--- config.mk ---
export PLATFORM = sky130hd
export DESIGN_NAME = alu
export DESIGN_NICKNAME = d
export VERILOG_FILES = /design/src/rtl/alu.sv
export SDC_FILE = /design/constraint.sdc
export NUM_CORES = 1
export LEC_CHECK = 0
export CAP_MARGIN = 20
export CELL_PAD_IN_SITES_DETAIL_PLACEMENT = 1
export CELL_PAD_IN_SITES_GLOBAL_PLACEMENT = 1
export CORE_ASPECT_RATIO = 1.4
export CORE_MARGIN = 1
export CORE_UTILIZATION = 43
export CTS_BUF_LIST = sky130_fd_sc_hd__clkbuf_4 sky130_fd_sc_hd__clkbuf_8
export CTS_CLUSTER_SIZE = 10
export DETAILED_ROUTE_END_ITERATION = 7
export GPL_ROUTABILITY_DRIVEN = 0
export PLACE_DENSITY_LB_ADDON = 0.1
export SYNTH_ARGS = -nofsm -noshare
export SYNTH_HDL_FRONTEND = slang
export SYNTH_SLANG_ARGS = --single-unit
--- constraint.sdc ---
create_clock -name clk -period 13.1 [get_ports clk]
set_clock_uncertainty 0.2 [all_clocks]
set_input_delay 2.62 -clock clk [delete_from_list [all_inputs] [get_ports clk]]
set_output_delay 2.62 -clock clk [all_outputs]
set_load 0.03 [all_outputs]
--- src/rtl/alu.sv ---
// Registered 16-function arithmetic/logic unit for the execute stage.
// Inputs are sampled every rising edge; result and flag hold until the next edge.
module alu #(
  parameter int WIDTH = 8
) (
  input  logic             clk,
  input  logic             rst,
  input  logic [WIDTH-1:0] a,
  input  logic [WIDTH-1:0] b,
  input  logic [3:0]       alu_sel,
  output logic [WIDTH-1:0] alu_out,
  output logic             carry
);

  typedef enum logic [3:0] {
    OP_ADD  = 4'd0,
    OP_SUB  = 4'd1,
    OP_MUL  = 4'd2,
    OP_DIV  = 4'd3,
    OP_SHL  = 4'd4,
    OP_SHR  = 4'd5,
    OP_ROL  = 4'd6,
    OP_ROR  = 4'd7,
    OP_AND  = 4'd8,
    OP_OR   = 4'd9,
    OP_XOR  = 4'd10,
    OP_NOR  = 4'd11,
    OP_NAND = 4'd12,
    OP_XNOR = 4'd13,
    OP_GT   = 4'd14,
    OP_EQ   = 4'd15
  } alu_op_e;

  alu_op_e            op;
  logic [WIDTH:0]     sum;
  logic [WIDTH:0]     diff;
  logic [2*WIDTH-1:0] prod;
  logic [WIDTH-1:0]   quot;

  logic [WIDTH-1:0]   alu_out_d, alu_out_q;
  logic               carry_d, carry_q;

  assign op   = alu_op_e'(alu_sel);
  assign sum  = {1'b0, a} + {1'b0, b};
  // The extra top bit of the widened difference is the borrow out.
  assign diff = {1'b0, a} - {1'b0, b};
  assign prod = {{WIDTH{1'b0}}, a} * {{WIDTH{1'b0}}, b};
  assign quot = (b == '0) ? '1 : a / b;

  always_comb begin
    // NOTE: both outputs get a default before the case, so no code path can infer a latch.
    alu_out_d = '0;
    carry_d   = 1'b0;
    case (op)
      OP_ADD: begin
        alu_out_d = sum[WIDTH-1:0];
        carry_d   = sum[WIDTH];
      end
      OP_SUB: begin
        alu_out_d = diff[WIDTH-1:0];
        carry_d   = diff[WIDTH];
      end
      OP_MUL: begin
        alu_out_d = prod[WIDTH-1:0];
        carry_d   = |prod[2*WIDTH-1:WIDTH];
      end
      OP_DIV: begin
        alu_out_d = quot;
        carry_d   = (b == '0);
      end
      OP_SHL: begin
        alu_out_d = {a[WIDTH-2:0], 1'b0};
        carry_d   = a[WIDTH-1];
      end
      OP_SHR: begin
        alu_out_d = {1'b0, a[WIDTH-1:1]};
        carry_d   = a[0];
      end
      OP_ROL:  alu_out_d = {a[WIDTH-2:0], a[WIDTH-1]};
      OP_ROR:  alu_out_d = {a[0], a[WIDTH-1:1]};
      OP_AND:  alu_out_d = a & b;
      OP_OR:   alu_out_d = a | b;
      OP_XOR:  alu_out_d = a ^ b;
      OP_NOR:  alu_out_d = ~(a | b);
      OP_NAND: alu_out_d = ~(a & b);
      OP_XNOR: alu_out_d = ~(a ^ b);
      OP_GT:   alu_out_d = {{(WIDTH-1){1'b0}}, (a > b)};
      OP_EQ:   alu_out_d = {{(WIDTH-1){1'b0}}, (a == b)};
      default: ;
    endcase
  end

  always_ff @(posedge clk) begin
    // NOTE: registers are written with <= so every flop samples pre-edge values.
    if (rst) begin
      alu_out_q <= '0;
      carry_q   <= 1'b0;
    end else begin
      alu_out_q <= alu_out_d;
      carry_q   <= carry_d;
    end
  end

  assign alu_out = alu_out_q;
  assign carry   = carry_q;

endmodule

Word-level counts from Yosys, hierarchy flattened
Cells that the tools add are included.
{ "classes": {"addsub": 2, "n_mul": 1, "n_div": 1, "order_cmp": 1, "n_eq_ne": 16, "n_mux": 3, "bitwise": 6, "reduce_logical": 3} }
{ "ops": {"columns": ["cell", "n"], "rows": [
  ["$pmux 8 s16", 1],
  ["$eq 4x4->1 const B", 8],
  ["$not 8->8", 3],
  ["$eq 4x3->1 const B", 4],
  ["$mul 8x8->16", 1],
  ["$add 8x8->9", 1],
  ["$sub 8x8->9", 1],
  ["$and 8x8->8", 1],
  ["$div 8x8->8", 1],
  ["$eq 4x2->1 const B", 2],
  ["$eq 8x8->1", 1],
  ["$gt 8x8->1", 1],
  ["$logic_not 8->1", 1],
  ["$mux 8", 1],
  ["$or 8x8->8", 1],
  ["$reduce_or 8->1", 1],
  ["$xor 8x8->8", 1],
  ["$pmux 1 s6", 1],
  ["$eq 4x1->1 const B", 1],
  ["$logic_not 4->1", 1]
]} }
{ "word_totals": {"ff_bits": 9, "output_inout_bits": 9} }

Longest topological paths before layout
{ "depth": {"ltp_word": 3, "ltp_mapped": 52, "mapped_depth_nobuf": 50} }

Worst setup path after synthesis
Ideal clock, no wire load.
{ "synth_path": {"path_type": "input -> register", "from": "in b[7]", "to": "reg alu_out_q[0] (netlist: alu_out[0])", "setup_ns": 0.131, "arrival_ns": 12.179, "path_slack_ns": 0.591, "stages": 51, "path_cell_list": "buf_6 -> nor4_4 -> nand3_2 -> nor2_1 -> a21oi_1 -> a21oi_1 -> ha_1 -> nor3_1 -> o32ai_1 -> nor2b_1 -> o22a_1 -> ha_1 -> o21ai_0 -> a21oi_2 -> mux2i_1 -> ha_1 -> o21a_1 -> o21a_1 -> (+15 left out) -> a21oi_1 -> mux2_2 -> inv_1 -> ha_1 -> o21a_1 -> o21a_1 -> o211ai_1 -> nand2_1 -> a31oi_1 -> o21ai_0 -> ha_1 -> a21boi_0 -> o21a_1 -> o21a_1 -> o211ai_1 -> a21oi_1 -> o21ai_0 -> a31oi_1"} }
{ "synth_via": {"elab_chain_cells": 3, "word_cells_on_any_way": 6} }
{ "synth_lines": {"columns": ["element", "line_no", "rtl"], "rows": [
  ["from (decl)", "9", "input logic [WIDTH-1:0] b,"],
  ["$div 8x8->8 or $logic_not 8->1 (tied branches)", "48", "assign quot = (b == '0) ? '1 : a / b;"],
  ["$mux 8", "48", null],
  ["$pmux 8 s16 (*)", "54", "case (op)"],
  ["to (signal assigned)", "99", "alu_out_q <= alu_out_d;"],
  ["to (decl)", "40", "logic [WIDTH-1:0] alu_out_d, alu_out_q;"]
]} }
Every way passes the cells marked *; elsewhere a longest branch is shown, timed or not.
A chain may end at the register's enable or synchronous reset.

Worst setup path after layout
Same ends and word-level chain as after synthesis.

==> results <==
## power by group
group          total (W)  internal, W  switching (W)
clock          0.0000397    0.0000236      0.0000161
combinational   0.000457     0.000186       0.000271
sequential     0.0000310    0.0000301    0.000000914
total           0.000528     0.000240       0.000288
## synth_stat cells, drive strengths merged (4+ instances only)
cell type / count
a211oi: 12
a21boi: 4
a21o: 9
a21oi: 37
a221oi: 6
a22oi: 7
a311oi: 4
a31oi: 8
and2: 6
and3: 8
buf: 8
clkbuf: 20
dfxtp: 9
fa: 38
ha: 99
inv: 79
mux2: 9
mux2i: 13
nand2: 51
nand2b: 8
nand3: 13
nor2: 88
nor2b: 13
nor3: 22
nor4: 9
o211ai: 6
o21a: 20
o21ai: 31
o22ai: 8
o31ai: 5
or2: 5
or3: 6
xnor2: 18
xor2: 6
## cells by family after synthesis
| group | after synthesis |
|---|---|
| muxes | 22 |
| AOI/OAI and AO/OA | 191 |
| buffers and inverters | 110 |
| DFF | 9 |
| and+or+nand+nor | 243 |
| xor gates and xnor gates | 24 |
| adders and majority gates | 137 |
## final timing paths
path	end	slack, ns	cells past startpoint
worst max-delay path	alu_out[0]	0.48	49
worst min-delay path	alu_out[0]	3.11	2
## stage by stage
step	total power, W	setup TNS, ns
2_1_floorplan	0.0003519	0
3_3_place_gp	0.0004541	0
3_5_place_dp	0.0004790	-0.2946
4_1_cts	0.0005226	0
5_1_grt	0.0005849	-0.05859
6_report	0.0005280	0
## what timing repair did
item	in CTS	in global routing
resized for setup	2	19
endpoints found under the setup margin	1	1
hold endpoints to repair	0	0
pin swaps	0	6
buffers inserted	0	4
## sequential cells by signal, summed over array words and instances, names as in the netlist
signal / count
alu_out: 8
carry: 1
## cell usage in the layout (no fill, tap or decap), types with 4 or more instances in the layout
cell and count:
nor3_1 21, fa_1 38, nor2_1 87, a221oi_1 6, or2_2 4, or3_1 6, a21o_1 9, ha_1 99
xor2_1 6, a21oi_1 33, nand2b_1 8, o211ai_1 5, o21ai_0 25, xnor2_1 18, mux2_2 7, clkdlybuf4s50_1 27
inv_1 79, nor4_1 7, a211oi_1 11, mux2i_1 12, buf_4 29, a22oi_1 7, o21a_1 20, nand3_1 12
a31oi_1 6, a311oi_1 4, and3_1 8, o31ai_1 5, nand2_1 51, o21ai_1 4, and2_1 6, o22ai_1 8
dfxtp_1 9, nor2b_1 12
## metal layers
layer	wire (microns)	vias to the layer above	track usage, %
li1	-	2701	-
met1	7987	2856	35.73
met2	10740	176	59.15
met3	1000	71	2.962
met4	1090	0	18.33
met5	0	-	0
## area by class of cell
cell class	instances	area, sq um	area share (%)
clock buffers	4	48.80	0.7764
inverters	82	307.8	4.897
multi-input cells	617	5035	80.11
flip-flops and latches	9	180.2	2.867
well taps	150	187.7	2.986
repair buffers	59	525.5	8.362
==> impl_metrics.tcl <==
set metrics [dict create \
    status "complete, but fails checks" \
    violations "design-rule violations" \
    path_buf_inv 4 \
    routed_wl_microns 20820 \
    dieArea_sq_um 13420 \
    slew_viol_final 0 \
    synth_top_family_by_area "adder cells" \
    synth_nets 895 \
    hold_start "rst" \
    antenna_cells 0 \
    start_kind "primary input" \
    htree_levels 1 \
    portBuffers 30 \
    synth.distinct_cells 78 \
    finalHoldViolations 0 \
    layout-drive-gt1-share_pct 8.949 \
    post-route-min-period_ns 12.62 \
    die_width_microns 98.21 \
    powerDensity_nw_per_um2 84.01 \
    hold_ws_ns 3.108 \
    synth_ff_type "dfxtp_1" \
    cts_made_buffers 3 \
    grt_usage_pct 31.95 \
    first_pass_iters 8 \
    cp_top_family "compound AO/OA/AOI/OAI gates" \
    fin_crit_sh_pct 96.35 \
    cts_tree "yes" \
    grt_max_degree 43 \
    drcViolationCount 1 \
    fin_area_sq_um 6285 \
    clk_path_buf_depth 2 \
    synth_adder_area_share_pct 35.89 \
    arrival_ns 12.54 \
    row_count 48 \
    p_leak_nw 2.888 \
    muxShareOfSynthArea_pct 4.289 \
    num_vias 5804 \
    cpMaxStageDelayCell "clkdlybuf4s50_1" \
    yosys.area_share.simple_pct 21.18 \
    dp_cells 913 \
    nNetsFinal 931 \
    area_growth_pct 12.80 \
    postSynthCellCount 736 \
    clock-sinks 9 \
    ys_top_cells_by_area "ha_1, fa_1, nor2_1, inv_1, nand2_1" \
    fin_util_pct 50.31 \
    required_ns 13.02 \
    synth_compound_area_share_pct 24.05 \
    fin_cells 921 \
    critPathCaptureType "flip-flop" \
    grt_pass1_wl_microns 33220 \
    synth_top_area_cell "ha_1" \
    path_clk_slew_ns 0.07 \
    worst_slew_pin_slew_ns 1.050 \
    grt_antenna_before_repair 0 \
    fillCellCount 1571 \
    ys_seq_elements 9 \
    setup_ws_ns 0.4779 \
    async_flop_share_pct 0 \
    final-setup-viol-count 0 \
    maxSlewHeadroom_pct 29.49 \
    synth_edf_count 0 \
    max_freq_mhz 79.23 \
    worstSetupStartpoint "b[7]" \
    first_global_vias 6229 \
    dp_hpwl_microns 16540 \
    drv_cap 0 \
    critical-path-max-stage-delay_ns 0.54 \
    avgRoutedWirePerCell_microns 22.60 \
    synth-warning-count 0 \
    synth-xor-area-share_pct 3.773 \
    fp.dieH_microns 136.7 \
    synth.avg_cell_area_sq_um 7.570 \
    coreArea_sq_um 12490 \
    ir_drop_uv 53.17 \
    drt-initial-drc-count 300 \
    viasPerCell 6.302 \
    place_area_sq_um 6132 \
    hp-class "primary input to flip-flop" \
    io-pin-count 31 \
    cts_hold_buf 0 \
    timing_worst_setup_path_type "primary input to flip-flop" \
    ant_nets 0 \
    start_util_pct 44.60 \
    cp_max_fo 6 \
    clock-root-buffer "clkbuf_8" \
    cpMostUsedCell "o21a_1" \
    syn_area_sq_um 5572 \
    synth_top_area_share_pct 22.23 \
    seq_area_frac_synth_pct 3.234 \
    grt_overflow_total 0 \
    dp_slack_ns -0.2946 \
]
Note: power is estimated with default switching activity, not from simulation.
